`config.mk`:
```
export PLATFORM = sky130hd
export DESIGN_NAME = mux16_rr_arbiter
export DESIGN_NICKNAME = d
export VERILOG_FILES = /design/src/rtl/mux16_rr_arbiter.sv
export SDC_FILE = /design/constraint.sdc
export NUM_CORES = 1
export LEC_CHECK = 0
export CAP_MARGIN = 20
export CORE_AREA = 2 2 110 80
export DETAILED_ROUTE_END_ITERATION = 10
export DIE_AREA = 0 0 112 82
export PLACE_DENSITY = 0.7
export SLEW_MARGIN = 5
export SYNTH_ARGS = -nofsm -noshare
export SYNTH_HDL_FRONTEND = slang
export SYNTH_SLANG_ARGS = --single-unit
```
`constraint.sdc`:
```
create_clock -name clk -period 8.9 [get_ports clk]
set_input_delay 1.78 -clock clk [delete_from_list [all_inputs] [get_ports clk]]
set_output_delay 1.78 -clock clk [all_outputs]
set_load 0.05 [all_outputs]
```
`src/rtl/mux16_rr_arbiter.sv`:
```
// Round-robin arbiter and select sequencer for a 16:1 data mux.
// Grants one requester at a time, drives the mux select with the winner's
// index and returns a one-hot grant. Handoff between owners has no idle cycle.
// Optional hold timeout with preemption: define MUX_ARB_TIMEOUT_EN.
module mux16_rr_arbiter #(
  parameter int unsigned MAX_HOLD = 8
) (
  input  logic        clk,
  input  logic        rst,
  input  logic [15:0] req,
  output logic [3:0]  s,
  output logic [15:0] gnt,
  output logic        valid,
  output logic        preempt
);

  typedef enum logic [0:0] {StIdle, StGrant} state_e;

  state_e      state_q;
  logic [3:0]  ptr_q;
`ifdef MUX_ARB_TIMEOUT_EN
  logic [7:0]  cnt_q;
`endif

  // Search inputs: start point and candidate mask depend on whether the channel is owned.
  logic [3:0]  start;
  logic [15:0] cand;
  logic        found;
  logic [3:0]  win;
  logic [3:0]  idx;

  generate
    if (MAX_HOLD < 1 || MAX_HOLD > 255) begin : g_max_hold_range
      $error("MAX_HOLD must be in 1..255");
    end
  endgenerate

  // Circular first-set-bit search; when owned, scan from s+1 and skip the owner.
  always_comb begin
    start = ptr_q;
    cand  = req;
    found = 1'b0;
    win   = 4'd0;
    idx   = 4'd0;
    if (state_q == StGrant) begin
      start = s + 4'd1;
      cand  = req & ~(16'h0001 << s);
    end
    for (int i = 0; i < 16; i++) begin
      idx = start + 4'(i);
      if (!found && cand[idx]) begin
        found = 1'b1;
        win   = idx;
      end
    end
  end

  // Arbitration FSM with registered outputs.
  always_ff @(posedge clk) begin
    if (rst) begin
      state_q <= StIdle;
      ptr_q   <= 4'd0;
      s       <= 4'd0;
      gnt     <= 16'h0000;
      valid   <= 1'b0;
      preempt <= 1'b0;
`ifdef MUX_ARB_TIMEOUT_EN
      cnt_q   <= 8'd0;
`endif
    end else begin
      preempt <= 1'b0;
      case (state_q)
        StIdle: begin
          if (found) begin
            s       <= win;
            gnt     <= 16'h0001 << win;
            valid   <= 1'b1;
            state_q <= StGrant;
`ifdef MUX_ARB_TIMEOUT_EN
            cnt_q   <= 8'd0;
`endif
          end
        end
        StGrant: begin
          if (!req[s]) begin
            // Owner released: hand over directly or fall back to idle.
            ptr_q <= s + 4'd1;
            if (found) begin
              s     <= win;
              gnt   <= 16'h0001 << win;
`ifdef MUX_ARB_TIMEOUT_EN
              cnt_q <= 8'd0;
`endif
            end else begin
              valid   <= 1'b0;
              gnt     <= 16'h0000;
              state_q <= StIdle;
            end
          end else begin
`ifdef MUX_ARB_TIMEOUT_EN
            if (cnt_q == 8'(MAX_HOLD - 1)) begin
              if (found) begin
                // Hold budget spent with others waiting: revoke and pass on.
                ptr_q   <= s + 4'd1;
                s       <= win;
                gnt     <= 16'h0001 << win;
                preempt <= 1'b1;
              end
              cnt_q <= 8'd0;
            end else if (cnt_q != 8'hFF) begin
              cnt_q <= cnt_q + 8'd1;
            end
`endif
          end
        end
        default: state_q <= StIdle;
      endcase
    end
  end

endmodule

```
## Word-level counts from Yosys, hierarchy flattened

Index checks and enable logic that the tools add are counted.

- Shifts and indexed selects: 2
- Muxes and demuxes: 82
- Equality and inequality tests: 3
- Reduce and logical (&&, ||, !) cells: 33
- Magnitude comparators: 17
- Add/sub/neg operators: 16
- Bitwise gates (word level): 4

Operators by type and width:

| kind | count |
|---|---|
| $lt 4x5->1 const B | 17 |
| $mux 4 | 19 |
| $bmux 1 s4 | 17 |
| $mux 16 | 4 |
| $mux 1 | 38 |
| $add 4x4->4 const B | 8 |
| $pmux 16 s2 | 1 |
| $shl 1x4->16 const A | 2 |
| $add 4x3->4 const B | 4 |
| $and 16x16->16 | 1 |
| $not 16->16 | 1 |
| $logic_and 1x1->1 | 15 |
| $logic_not 1->1 | 15 |
| $add 4x1->4 const B | 2 |
| $add 4x2->4 const B | 2 |
| $pmux 4 s2 | 1 |
| $ne 2x2->1 const B | 3 |
| $pmux 1 s2 | 2 |
| $reduce_and 2->1 | 2 |
| $reduce_and 3->1 | 1 |
| $not 1->1 | 2 |

- Logic and storage cells: 162
- Bits in registers: 26
- Input port bits: 18
- Output and inout bits: 22

## Logic depth before layout (Yosys ltp)

- Depth after elaboration: 56
- Mapped depth: 24
- Gate-level depth less buffers: 18

## Worst setup path after synthesis

No wires, ideal clock.

- Kind: reg-to-reg
- From: register s[0]
- To: register gnt[1]
- Stages on the path, launching flop included: 25
- Required time: 8799 ps
- Path slack: 3127 ps
- Buffers on the path: 6
- Library setup time: 101 ps
- Data arrival time: 5672 ps
- Clock period less this slack: 5773 ps
- Cell sequence: dfxtp_1 > buf_2 > inv_1 > ha_1 > mux2_2 > inv_2 > buf_1 > ha_1 > clkbuf_1 > inv_1 > clkbuf_1 > o2111ai_1 > nand4_1 > nand2_1 > mux2i_1 > nor3b_2 > nand3_2 > buf_2 > and4bb_1 > ha_1 > or3_1 > o32ai_1 > nand2b_1 > clkbuf_1 > o41ai_1

- Longest elaborated chain between the ends: 56
- Elaborated cells on any way between the ends: 125
- Classes of those cells: 16 x add/sub; 2 x eq/ne; 2 x shift; 72 x mux; 2 x bitwise; 31 x reduce/logical

RTL lines:

| what | RTL line | text |
|---|---|---|
| from (decl) | 11 | `output logic [3:0] s,` |
| from (signal assigned) | 75 | `s <= win;` |
| from (signal assigned) | 89 | `s <= win;` |
| parallel branches: the longest is 56 deep, another holds $add 4x1->4 | - |  |
| to (signal assigned) | 76 | `gnt <= 16'h0001 << win;` |
| to (signal assigned) | 90 | `gnt <= 16'h0001 << win;` |
| to (decl) | 12 | `output logic [15:0] gnt,` |

Parallel ways; which one is timed is not known. The select of a mux whose other input is x is not followed.
A chain may end at the register's enable or synchronous reset.

## Worst setup path in the final report

- From: register s[0]
- To: register gnt[4]

The elaborated chain is that of the path after synthesis.

==> results.toml <==
[status]
status = "finished clean"

[timing]
tightest_slew_ns = 1.00
setup_viol = 0
finClkSkew_ns = 0.00458
slew_headroom_pct = 32.8
rsz0062_at_grt = "no"
max_freq_ghz = 0.149
fin_crit_sh_pct = 75.3
slew_violations = 0
finalCriticalPeriod_ns = 6.70
hold_viol = 0
finalSetupTns_ns = 0

[drt]
drt_wl_total_mm = 13.5
vias = 4455
drc = 0
ant_nets = 0
routed_via_density = 7.24
drt-initial-drc-count = 624
avgRoutedWirePerCell_um = 21.9
drtPass1Iterations = 5

[synth]
synth_edf_count = 0
async_flop_share_pct = 0
avgSynthCellArea_um2 = 7.85
ys_dominant_reg_cell = "dfxtp_1"
synth_warnings = 0
syn-num-nets = 529
yosysSeqAreaShare_pct = 13.3
synthTopCellsByArea = "dfxtp_1 (13%), o2111ai_1 (7.4%), mux2i_1 (6.7%)"
yosys_register_bits = 26
yosysMostFrequentCell = "nand2_1"
synth.top_cell.area_share_pct = 13.3
syn_inst = 497
synth_cell_types = 76
yosys-top-cells-count = "nand2_1 (66), nor2_1 (35), o2111ai_1 (33)"
synth_top_area_cell = "dfxtp_1"
synth_area_um2 = 3900

[critical_path]
endpoint_kind = "register"
path_class = "register to register"
cp.arrival_ns = 6.85
start_kind = "register"
crit_fanout = 25
required_ns = 9.05

[final_layout]
post-route-util_pct = 53.6
area_growth_syn_to_layout_pct = 12.7
nets = 543
insertedDiodeCount = 0
drive_gt1_share_pct = 9.61
num-fill-cells = 785

[global_route]
antenna_found_initial = 0
grt_max_degree = 37
grt-ovfl-total = 0
grt_pass1_vias = 3872
grt_pass1_wl_mm = 21.2
grtUsageTotal_pct = 28.6

[min_path]
min-delay-path-class = "register to register"

[floorplan]
ioPinCount = 40
fp.dieW_um = 112
core-area_um2 = 8200
rows = 28
die-area_um2 = 9180
start_util_pct = 47.6
die_h_um = 82

[clock_network]
tritoncts = "built"
cts_buffers = 3
clock-sinks = 26
htreeDepth = 1
cts_hold_buffers = 0
cts.clk_slew.worst_paths_ns = 0.07
cts_resized = 0
post-cts-setup-buffer-count = 0
cts-root-buf = "clkbuf_16"
clock_latency_ns = 0.26
clk_path_buf_depth = 2

[job]
drv_cap = 0

[placed_design]
dp_hpwl_mm = 10.3
gp_congestion = 1.04
port_buffers = 38
[routing by layer]
metal | global-route usage (%) | up-vias | routed length (um) | part of all wire, %
li1 | - | 1998 | - | -
met1 | 43.1 | 2102 | 6050 | 45
met2 | 40.8 | 334 | 5410 | 40
met3 | 8.19 | 21 | 1870 | 14
met4 | 4.15 | 0 | 132 | 0.98
met5 | 0 | - | 0 | 0
[area by class of cell]
class                   instances  area, um2  area share [%]
flip-flops and latches         26        520            11.8
inverters                      10       37.5           0.854
well taps                     105        131            2.99
clock inverters                 1       30.0           0.683
multi-input cells             428       3190            72.6
repair buffers                 42        410            9.34
clock buffers                   3       75.1            1.71
[layout by cell type (no fill, tap or decap), types with 5 or more instances in the layout]
| master | n |
|---|---|
| ha_1 | 14 |
| nor2_1 | 35 |
| dfxtp_1 | 26 |
| and2_1 | 15 |
| a21oi_1 | 22 |
| nand4b_1 | 6 |
| o211ai_1 | 5 |
| o21ai_0 | 17 |
| a211oi_1 | 7 |
| clkdlybuf4s50_1 | 38 |
| mux2_2 | 10 |
| nand2_1 | 66 |
| mux2i_1 | 26 |
| mux4_2 | 11 |
| nor3_1 | 6 |
| nand3_1 | 11 |
| a221o_1 | 5 |
| xnor2_1 | 11 |
| nand4_1 | 14 |
| inv_1 | 7 |
| o2111ai_1 | 33 |
| and3_1 | 6 |
| o22ai_1 | 6 |
| or3_1 | 5 |
| o41ai_1 | 12 |
[critical path, stage by stage (launching register included)]
cell and delay (ns):
dfxtp_1 0.71, inv_1 0.18, ha_1 0.35, mux2_2 0.39, inv_2 0.35, ha_1 0.78, inv_1 0.50, o2111ai_1 0.21
nand4_1 0.26, nand2_1 0.18, a21boi_1 0.22, nor4b_4 0.50, nand3_2 0.30, and4bb_1 0.44, ha_1 0.23, a21oi_1 0.05
nor2_1 0.72, nand2_1 0.12, o41ai_1 0.10
[final timing paths]
check | endpoint | slack (ns) | cells after the start | startpoint
worst min-delay path | gnt[8] | 0.45 | 2 | gnt[8]
worst min register to register | gnt[8] | 0.45 | 2 | gnt[8]
worst max register to register | gnt[4] | 2.20 | 18 | s[0]
worst max-delay path | gnt[4] | 2.20 | 18 | s[0]
[stage by stage]
stage / instances / hold slack, ns / area, um2 / worst slack, ns
after global routing: 615 / 0.479 / 4400 / 1.79
after detailed placement: 611 / 0.433 / 4290 / 2.42
after global placement: 611 / 0.437 / 4290 / 2.70
after CTS: 615 / 0.451 / 4400 / 2.36
final: 615 / 0.451 / 4400 / 2.20
after floorplan: 497 / 0.434 / 3900 / 3.13
[kinds of logic after synthesis]
kind of cell | synth area share (%)
simple gates | 26.3
compound gates | 31.6
mux | 16.2
buf+inv | 4.87
flops | 13.3
fa+ha+maj | 4.49
xor+xnor | 3.11
other cells | 0.0961
[registers in the layout, indices dropped and copies added, names as in the netlist]
signal / cells
gnt: 16
ptr_q: 4
s: 4
state_q: 1
valid: 1
Power is not shown: default switching activity piles up to over one toggle a cycle in this logic, so the estimate is an artifact.
